[config.mk]
export PLATFORM = sky130hd
export DESIGN_NAME = mult_div_unit_flat
export DESIGN_NICKNAME = d
export VERILOG_FILES = /design/src/rtl/mdu_pkg.sv /design/src/rtl/mult_div_unit_if.sv /design/src/rtl/mult_div_unit.sv /design/src/flat_wrapper.sv
export SDC_FILE = /design/constraint.sdc
export NUM_CORES = 1
export LEC_CHECK = 0
export ABC_AREA = 1
export CAP_MARGIN = 10
export CORE_UTILIZATION = 45
export DETAILED_ROUTE_END_ITERATION = 16
export GPL_ROUTABILITY_DRIVEN = 0
export SETUP_SLACK_MARGIN = 0.2
export SYNTH_ARGS = -nofsm -noshare
export SYNTH_HDL_FRONTEND = slang
export SYNTH_SLANG_ARGS = --single-unit
[constraint.sdc]
create_clock -name clk -period 9.96 [get_ports clk]
set_input_delay 1.992 -clock clk [delete_from_list [all_inputs] [get_ports clk]]
set_output_delay 1.992 -clock clk [all_outputs]
set_load 0.03 [all_outputs]
[src/rtl/mdu_pkg.sv]
// Shared types and helpers for the HI/LO multiply/divide unit.
// The core decoder imports mdu_op_t to map funct codes onto unit operations.
package mdu_pkg;

  localparam int MDU_WIDTH = 32;

  typedef enum logic [1:0] {
    MDU_MULT  = 2'd0,
    MDU_MULTU = 2'd1,
    MDU_DIV   = 2'd2,
    MDU_DIVU  = 2'd3
  } mdu_op_t;

  typedef enum logic [1:0] {
    MDU_IDLE,
    MDU_CALC,
    MDU_FIX
  } mdu_state_t;

  localparam logic [MDU_WIDTH-1:0] MDU_DIV0_QUOT = '1;

  // Even encodings (MULT, DIV) are the signed flavours.
  function automatic logic op_is_signed(input mdu_op_t op);
    return ~op[0];
  endfunction

  function automatic logic op_is_div(input mdu_op_t op);
    return op[1];
  endfunction

  function automatic logic is_neg(input logic [MDU_WIDTH-1:0] v, input logic sgn);
    return sgn & v[MDU_WIDTH-1];
  endfunction

  function automatic logic [MDU_WIDTH-1:0] magnitude(input logic [MDU_WIDTH-1:0] v,
                                                     input logic sgn);
    return is_neg(v, sgn) ? -v : v;
  endfunction

endpackage

[src/rtl/mult_div_unit_if.sv]
// Issue/result bundle between the execute stage (master) and the mult/div unit (slave).
interface mult_div_unit_if
  import mdu_pkg::*;
#(
  parameter int WIDTH = MDU_WIDTH
);
  logic             start;
  mdu_op_t          op;
  logic [WIDTH-1:0] rs;
  logic [WIDTH-1:0] rt;
  logic             mthi;
  logic             mtlo;
  logic             busy;
  logic             done;
  logic [WIDTH-1:0] hi;
  logic [WIDTH-1:0] lo;

  modport master (
    output start, op, rs, rt, mthi, mtlo,
    input  busy, done, hi, lo
  );

  modport slave (
    input  start, op, rs, rt, mthi, mtlo,
    output busy, done, hi, lo
  );
endinterface

[src/rtl/mult_div_unit.sv]
// Iterative MIPS HI/LO unit: shift-add multiply and restoring divide on operand
// magnitudes, one bit per cycle, with the sign fixup applied in a final cycle.
module mult_div_unit
  import mdu_pkg::*;
#(
  parameter int WIDTH = MDU_WIDTH
) (
  input  logic             clk,
  input  logic             reset,
  mult_div_unit_if.slave   bus
);

  localparam int              CW   = $clog2(WIDTH);
  localparam logic [CW-1:0]   LAST = CW'(WIDTH - 1);

  mdu_state_t         state_q;
  mdu_op_t            op_q;
  logic [CW-1:0]      cnt_q;
  logic               neg_q;
  logic               rem_neg_q;
  logic               div0_q;
  logic [WIDTH-1:0]   opb_q;
  logic [2*WIDTH-1:0] prod_q;
  logic [WIDTH-1:0]   rem_q;
  logic [WIDTH-1:0]   hi_q;
  logic [WIDTH-1:0]   lo_q;
  logic               busy_q;
  logic               done_q;

  logic               sgn;
  logic [WIDTH:0]     mul_sum;
  logic [WIDTH:0]     div_shift;
  logic [WIDTH:0]     div_diff;
  logic               div_fits;
  logic [2*WIDTH-1:0] prod_fixed;
  logic [WIDTH-1:0]   quot_fixed;
  logic [WIDTH-1:0]   rem_fixed;

  // prod_q low half holds the multiplier (multiply) or dividend/quotient (divide).
  // Because the partial remainder stays below the divisor, bit WIDTH of the
  // difference is set exactly when the trial subtraction would go negative.
  always_comb begin
    sgn        = op_is_signed(bus.op);
    mul_sum    = {1'b0, prod_q[2*WIDTH-1:WIDTH]} + {1'b0, (prod_q[0] ? opb_q : {WIDTH{1'b0}})};
    div_shift  = {rem_q, prod_q[WIDTH-1]};
    div_diff   = div_shift - {1'b0, opb_q};
    div_fits   = ~div_diff[WIDTH];
    prod_fixed = neg_q ? -prod_q : prod_q;
    quot_fixed = div0_q ? MDU_DIV0_QUOT
                        : (neg_q ? -prod_q[WIDTH-1:0] : prod_q[WIDTH-1:0]);
    rem_fixed  = rem_neg_q ? -rem_q : rem_q;
  end

  // NOTE: all state below uses non-blocking assignments so every register
  // samples pre-edge values; blocking here would create ordering-dependent races.
  always_ff @(posedge clk or posedge reset) begin
    if (reset) begin
      state_q   <= MDU_IDLE;
      op_q      <= MDU_MULT;
      cnt_q     <= '0;
      neg_q     <= 1'b0;
      rem_neg_q <= 1'b0;
      div0_q    <= 1'b0;
      opb_q     <= '0;
      prod_q    <= '0;
      rem_q     <= '0;
      hi_q      <= '0;
      lo_q      <= '0;
      busy_q    <= 1'b0;
      done_q    <= 1'b0;
    end else begin
      done_q <= 1'b0;
      case (state_q)
        MDU_IDLE: begin
          if (bus.start) begin
            op_q      <= bus.op;
            neg_q     <= is_neg(bus.rs, sgn) ^ is_neg(bus.rt, sgn);
            rem_neg_q <= is_neg(bus.rs, sgn);
            div0_q    <= op_is_div(bus.op) && (bus.rt == '0);
            if (op_is_div(bus.op)) begin
              opb_q  <= magnitude(bus.rt, sgn);
              prod_q <= {{WIDTH{1'b0}}, magnitude(bus.rs, sgn)};
            end else begin
              opb_q  <= magnitude(bus.rs, sgn);
              prod_q <= {{WIDTH{1'b0}}, magnitude(bus.rt, sgn)};
            end
            rem_q   <= '0;
            cnt_q   <= '0;
            busy_q  <= 1'b1;
            state_q <= MDU_CALC;
          end else begin
            if (bus.mthi) hi_q <= bus.rs;
            if (bus.mtlo) lo_q <= bus.rs;
          end
        end

        MDU_CALC: begin
          if (op_is_div(op_q)) begin
            rem_q              <= div_fits ? div_diff[WIDTH-1:0] : div_shift[WIDTH-1:0];
            prod_q[WIDTH-1:0]  <= {prod_q[WIDTH-2:0], div_fits};
          end else begin
            prod_q <= {mul_sum, prod_q[WIDTH-1:1]};
          end
          if (cnt_q == LAST) state_q <= MDU_FIX;
          else               cnt_q   <= cnt_q + 1'b1;
        end

        MDU_FIX: begin
          // A zero divisor leaves the dividend magnitude as remainder, so hi = rs.
          if (op_is_div(op_q)) begin
            hi_q <= rem_fixed;
            lo_q <= quot_fixed;
          end else begin
            {hi_q, lo_q} <= prod_fixed;
          end
          done_q  <= 1'b1;
          busy_q  <= 1'b0;
          cnt_q   <= '0;
          state_q <= MDU_IDLE;
        end

        default: state_q <= MDU_IDLE;
      endcase
    end
  end

  assign bus.busy = busy_q;
  assign bus.done = done_q;
  assign bus.hi   = hi_q;
  assign bus.lo   = lo_q;

endmodule
[src/flat_wrapper.sv]
// flat-port wrapper written by rule: the top's interface ports become plain ports
module mult_div_unit_flat import mdu_pkg::*;
#(
  parameter int WIDTH = MDU_WIDTH
)
  (clk, reset, bus_start, bus_op, bus_rs, bus_rt, bus_mthi, bus_mtlo, bus_busy, bus_done, bus_hi, bus_lo);
  mult_div_unit_if #(.WIDTH(WIDTH)) bus_i ();
  input  logic clk;
  input  logic reset;
  input wire logic [$bits(bus_i.start)-1:0] bus_start;
  input wire logic [$bits(bus_i.op)-1:0] bus_op;
  input wire logic [$bits(bus_i.rs)-1:0] bus_rs;
  input wire logic [$bits(bus_i.rt)-1:0] bus_rt;
  input wire logic [$bits(bus_i.mthi)-1:0] bus_mthi;
  input wire logic [$bits(bus_i.mtlo)-1:0] bus_mtlo;
  output wire logic [$bits(bus_i.busy)-1:0] bus_busy;
  output wire logic [$bits(bus_i.done)-1:0] bus_done;
  output wire logic [$bits(bus_i.hi)-1:0] bus_hi;
  output wire logic [$bits(bus_i.lo)-1:0] bus_lo;
  assign bus_i.start = bus_start;
  assign bus_i.op = bus_op;
  assign bus_i.rs = bus_rs;
  assign bus_i.rt = bus_rt;
  assign bus_i.mthi = bus_mthi;
  assign bus_i.mtlo = bus_mtlo;
  assign bus_busy = bus_i.busy;
  assign bus_done = bus_i.done;
  assign bus_hi = bus_i.hi;
  assign bus_lo = bus_i.lo;
  mult_div_unit #(.WIDTH(WIDTH)) u_core (.clk(clk), .reset(reset), .bus(bus_i));
endmodule
# Word-level counts from Yosys, hierarchy flattened
# Cells that the tools add are included.
[totals]
ff_bits = 206
in_bits = 71
output_inout_bits = 66
word_cells = 87
[op_classes]
addsub = 8
n_eq_ne = 11
muxes = 34
bitwise_logic = 5
n_reduce_logical = 15
[op_table]
columns = ["cell", "n"]
rows = [
  ["2-to-1 mux 32 bit", 19],
  ["one-hot mux 32 bit (2 select lines)", 3],
  ["2-to-1 mux 64 bit", 2],
  ["negation 32 bit", 4],
  ["one-hot mux 64 bit (2 select lines)", 1],
  ["negation 64 bit", 1],
  ["adder 32 x 32 -> 33 bit", 1],
  ["subtractor 33 x 32 -> 33 bit", 1],
  ["logical NOT 32 bit", 1],
  ["one-hot mux 5 bit (3 select lines)", 1],
  ["AND reduction 3 bit", 5],
  ["inequality test 2 bit (second input constant)", 6],
  ["2-to-1 mux 5 bit", 2],
  ["AND reduction 2 bit", 4],
  ["adder 5 x 1 -> 5 bit (second input constant)", 1],
  ["equality test 5 bit (second input constant)", 1],
  ["2-to-1 mux 2 bit", 2],
  ["inequality test 2 x 1 -> 1 bit (second input constant)", 2],
  ["one-hot mux 2 bit (2 select lines)", 1],
  ["nonzero test 2 bit", 2],
  ["nonzero test 3 bit", 1],
  ["bitwise AND 1 bit", 2],
  ["equality test 2 x 1 -> 1 bit (second input constant)", 1],
  ["equality test 2 bit (second input constant)", 1],
  ["other kinds (6)", 8],
]

# Logic depth before layout (Yosys ltp)
[logic_depth]
ltp_word = 6
mapped_depth = 21
ltp_nobuf = 19

# Worst setup path after synthesis
# Ideal clock, no wire load.
[synth_timing]
path_type = "input -> register"
start = "input bus_rt[0]"
end = "register u_core.opb_q[20]"
setup_time_ns = 0.087
arrival_time_ns = 3.319
required_time_ns = 9.873
setup_slack_ns = 6.554
path_stages = 11
path_buffers = 0
cell_sequence = "inv_1 ha_1 nand3_2 nor2_2 nand2_1 nor2_1 nand4_1 nand2_1 nand2_1 and2_1 o211ai_1"
[synth_via]
elab_chain_len = 3
[synth_rtl]
columns = ["element", "line", "source"]
rows = [
  ["start, declared", "flat_wrapper.sv:13", "input wire logic [$bits(bus_i.rt)-1:0] bus_rt;"],
  ["negation 32 bit", "mdu_pkg.sv:37", "return is_neg(v, sgn) ? -v : v;"],
  ["2-to-1 mux 32 bit", "mdu_pkg.sv:37", ""],
  ["2-to-1 mux 32 bit", "mult_div_unit.sv:80", "if (op_is_div(bus.op)) begin"],
  ["end signal, assigned", "mult_div_unit.sv:81", "opb_q <= magnitude(bus.rt, sgn);"],
  ["end signal, assigned", "mult_div_unit.sv:84", "opb_q <= magnitude(bus.rs, sgn);"],
  ["end, declared", "mult_div_unit.sv:22", "logic [WIDTH-1:0] opb_q;"],
]
# Every way passes these cells.
# A chain may end at the register's enable or synchronous reset.

# Final worst setup path
[layout_timing]
start = "input bus_start"
end = "register u_core.lo_q[22], in the netlist u_core.bus.lo[22]"
[layout_via]
elab_chain_len = 2
[layout_rtl]
columns = ["element", "line", "source"]
rows = [
  ["start, declared", "flat_wrapper.sv:10", "input wire logic [$bits(bus_i.start)-1:0] bus_start;"],
  ["inequality test 2 bit (no source line)", "--", ""],
  ["AND reduction 3 bit (no source line)", "--", ""],
  ["end signal, assigned", "mult_div_unit.sv:93", "if (bus.mtlo) lo_q <= bus.rs;"],
  ["end signal, assigned", "mult_div_unit.sv:112", "lo_q <= quot_fixed;"],
  ["end signal, assigned", "mult_div_unit.sv:114", "{hi_q, lo_q} <= prod_fixed;"],
  ["end, declared", "mult_div_unit.sv:26", "logic [WIDTH-1:0] lo_q;"],
]
# Every way passes these cells.

==> summary.md <==
| Metric | Value |
|---|---|
| Largest net degree at the start of global routing | 86 |
| CP required | 10.38 ns |
| Commonest non-fill, non-tap cells in the layout | 930 x nand2_1, 408 x nor2_1, 363 x inv_1 |
| Die ar. | 0.0440 mm2 |
| Final min period | between 4 and 5 ns |
| CP Capture Type | register |
| Std-Cell Rows | between 70 and 80 |
| Top cells by area, synth | dfrtp_1 26%, nand2_1 18%, nand3_1 8.6% |
| Adder and majority gate portion of the synthesized area | under 10% |
| Area grow syn2layout | 13.4% |
| Synth area leader | dfrtp_1 |
| Routed Antenna Nets | 0 |
| Clk_skew | ~0.046 ns |
| RSZ-0062 raised after global routing | false |
| Total negative slack | 0 ns |
| Clock Tree Buf Depth | 3 |
| Worst Tran Pin Value | 1.17 ns |
| Gr usage total | 37.4% |
| Clock sinks | 205 |
| Post-synthesis simple-gate area fraction | 39.7% |
| Final net count | approximately 3400 |
| Cell Pwr Density | 348 mW/mm2 |
| Net count after synthesis | 3331 |
| Post-Route WL | approximately 84000 um |
| DR iter-0 viols | 2799 |
| Netlist Area Pre-Place | just under 0.02 mm2 |
| Final Hold Violating Endpoints | 0 |
| Outcome | complete, no violations |
| Total CTS buffers | 26 |
| H-tree Lvls | 1 |
| Worst hold path type | register to register |
| Clock Latency Late Sink | a little under 0.6 ns |
| Yosys reg bits | roughly 210 |
| HPWL after DPL | 67000 um |
| Proportion of synthesized area in mux cells | 0% |
| Post-CTS Repair Setup Buffers | 0 |
| Initial antenna violation count | 3 |
| I/O pins | 137 |
| DRC violations left | 0 |
| Vias in the first global route | 20900 |
| CTS tree | done |
| Critical Path AT | 5.25 ns |
| Synth warn | 0 |
| Synthesized area per cell | 6.09 um2 |
| Period utilisation layout | 48.5% |
| Die Span Y | 210 um |
| Vias/cell | 5.93 |
| Post-Place Cell Area | 0.0212 mm2 |
| Die X | 210 um |
| Final setup viols | 0 |
| Vias | approximately 23000 |
| Port Buf Inserts | around 140 |
| Clock input transition at the sequential cells of the worst setup and hold paths | 0.06 ns |
| # Max-Cap Violations | 0 |
| Post-synthesis sequential area ratio | a little over a quarter |
| Global-route wire length before repair | 125000 um |
| CP Max Fanout | 47 |
| Most common cell after layout, fill and taps aside | nand2_1 |
| Synth async-reset ratio | 100% |
| Critical path type | primary input to register |
| Share of cells above drive strength 1 | 4.93% |
| Main combinational cell family by area after synthesis | simple AND/OR/NAND/NOR gates |
| Yosys cell types | 54 |
| Slew Viols, Final | 0 |
| Post-synth EDFFs | 0 |
| Slew headroom | 22.1% |
| Synth Area in Compound Gates | about 17% |
| Fmax | 207 MHz |
| Post-synth top flop | dfrtp_1 |
| First-pass detailed-route iteration total | 5 |
| Cells after Synth | 3188 |
| Starting Density | 46.0% |
| Clock Tree Root | clkbuf_16 |
| Total power | 7.68 mW |
| Post-CTS sizing | 0 |
| Overflow after GRT | 0 |
| R2R Setup Slk | 6.20 ns |
| CP startpoint kind | primary input |
| Hold_buf cts | 0 |
| Core area | 0.0422 mm2 |
| Design Area, Final | 0.0220 mm2 |
| Post-Synth XOR/XNOR Area | 2.66% |
| Share of the synthesized area in the top cell type | 26.4% |
| Leak | 10.6 nW |
| Worst VDD drop | 0.000193 V |
| Average wire per standard cell | 21.9 um |
-- metal layers --
metal | routed length, um | track usage [%]
met4 | 4940 | 19.6
met3 | 8190 | 6.79
met1 | 35600 | 52.2
met2 | 35000 | 54.8
met5 | 7 | 0
-- final cells by class --
| class | instances | area [um2] |
|---|---|---|
| Antenna cell | 1 | 2.50 |
| Clock buffer | 33 | 727 |
| Clock inverter | 15 | 118 |
| Fill cell | 4442 | 20200 |
| Inverter | 378 | 1430 |
| Multi-Input combinational cell | 2499 | 12400 |
| Sequential cell | 205 | 5130 |
| Tap cell | 539 | 674 |
| Timing Repair Buffer | 159 | 1530 |
-- final timing paths --
check,end,from,cells after the start
min,u_core.cnt_q[3],u_core.cnt_q[3],1
min reg2reg,u_core.cnt_q[3],u_core.cnt_q[3],1
max in group asynchronous,u_core.neg_q,reset,3
min in group asynchronous,u_core.prod_q[53],reset,2
max reg2reg,u_core.prod_q[61],u_core.prod_q[0],17
max,u_core.bus.lo[22],bus_start,8
-- state kept, by name (all words and copies together), names as in the netlist, 2 cells and up --
register        cells
u_core.rem_q       32
u_core.opb_q       32
u_core.prod_q      64
u_core.cnt_q        5
u_core.state_q      2
u_core.bus.hi      32
u_core.bus.lo      32
-- Yosys cell counts (all sizes together) (36+ instances only) --
library cell	count
clkbuf	62
nand4	45
inv	372
dfrtp	205
or2	36
buf	44
nand2	942
nor2	425
a21oi	166
nand3	338
o21ai	204
ha	70
xor2	39
-- critical path: stages --
cell and delay, ns:
clkdlybuf4s50_1 0.45, nand2_1 0.40, inv_2 0.77, nor2_1 0.23, o21ai_4 0.10, buf_4 0.39
clkinv_1 0.60, a2bb2oi_1 0.30
-- power by group --
group          switching (mW)  internal, mW
registers               0.583          1.20
logic                    3.31          1.64
clock network           0.426         0.523
-- stage by stage --
| stage | hold slack, ns | setup slack, ns | std cells | utilization [%] |
|---|---|---|---|---|
| CTS | 0.473 | 5.23 | 3828 | 52.2 |
| global route | 0.495 | 5.01 | 3828 | 52.2 |
| detailed placement | 0.467 | 4.66 | 3780 | 50.2 |
| global placement | 0.451 | 4.79 | 3780 | 50.2 |
| floorplan | 0.433 | 2.37 | 3188 | - |
| finish | 0.472 | 5.13 | 3829 | 52.2 |
-- logic make-up (layout without fill, tap and decap cells) --
family	Yosys count	after routing
flops	205	205
fa+ha+maj	72	72
simple gates	1829	1829
buf+inv	484	585
compound gates	539	539
other cells	0	1
xor+xnor	59	59
Note: power is estimated with default switching activity, not from simulation.
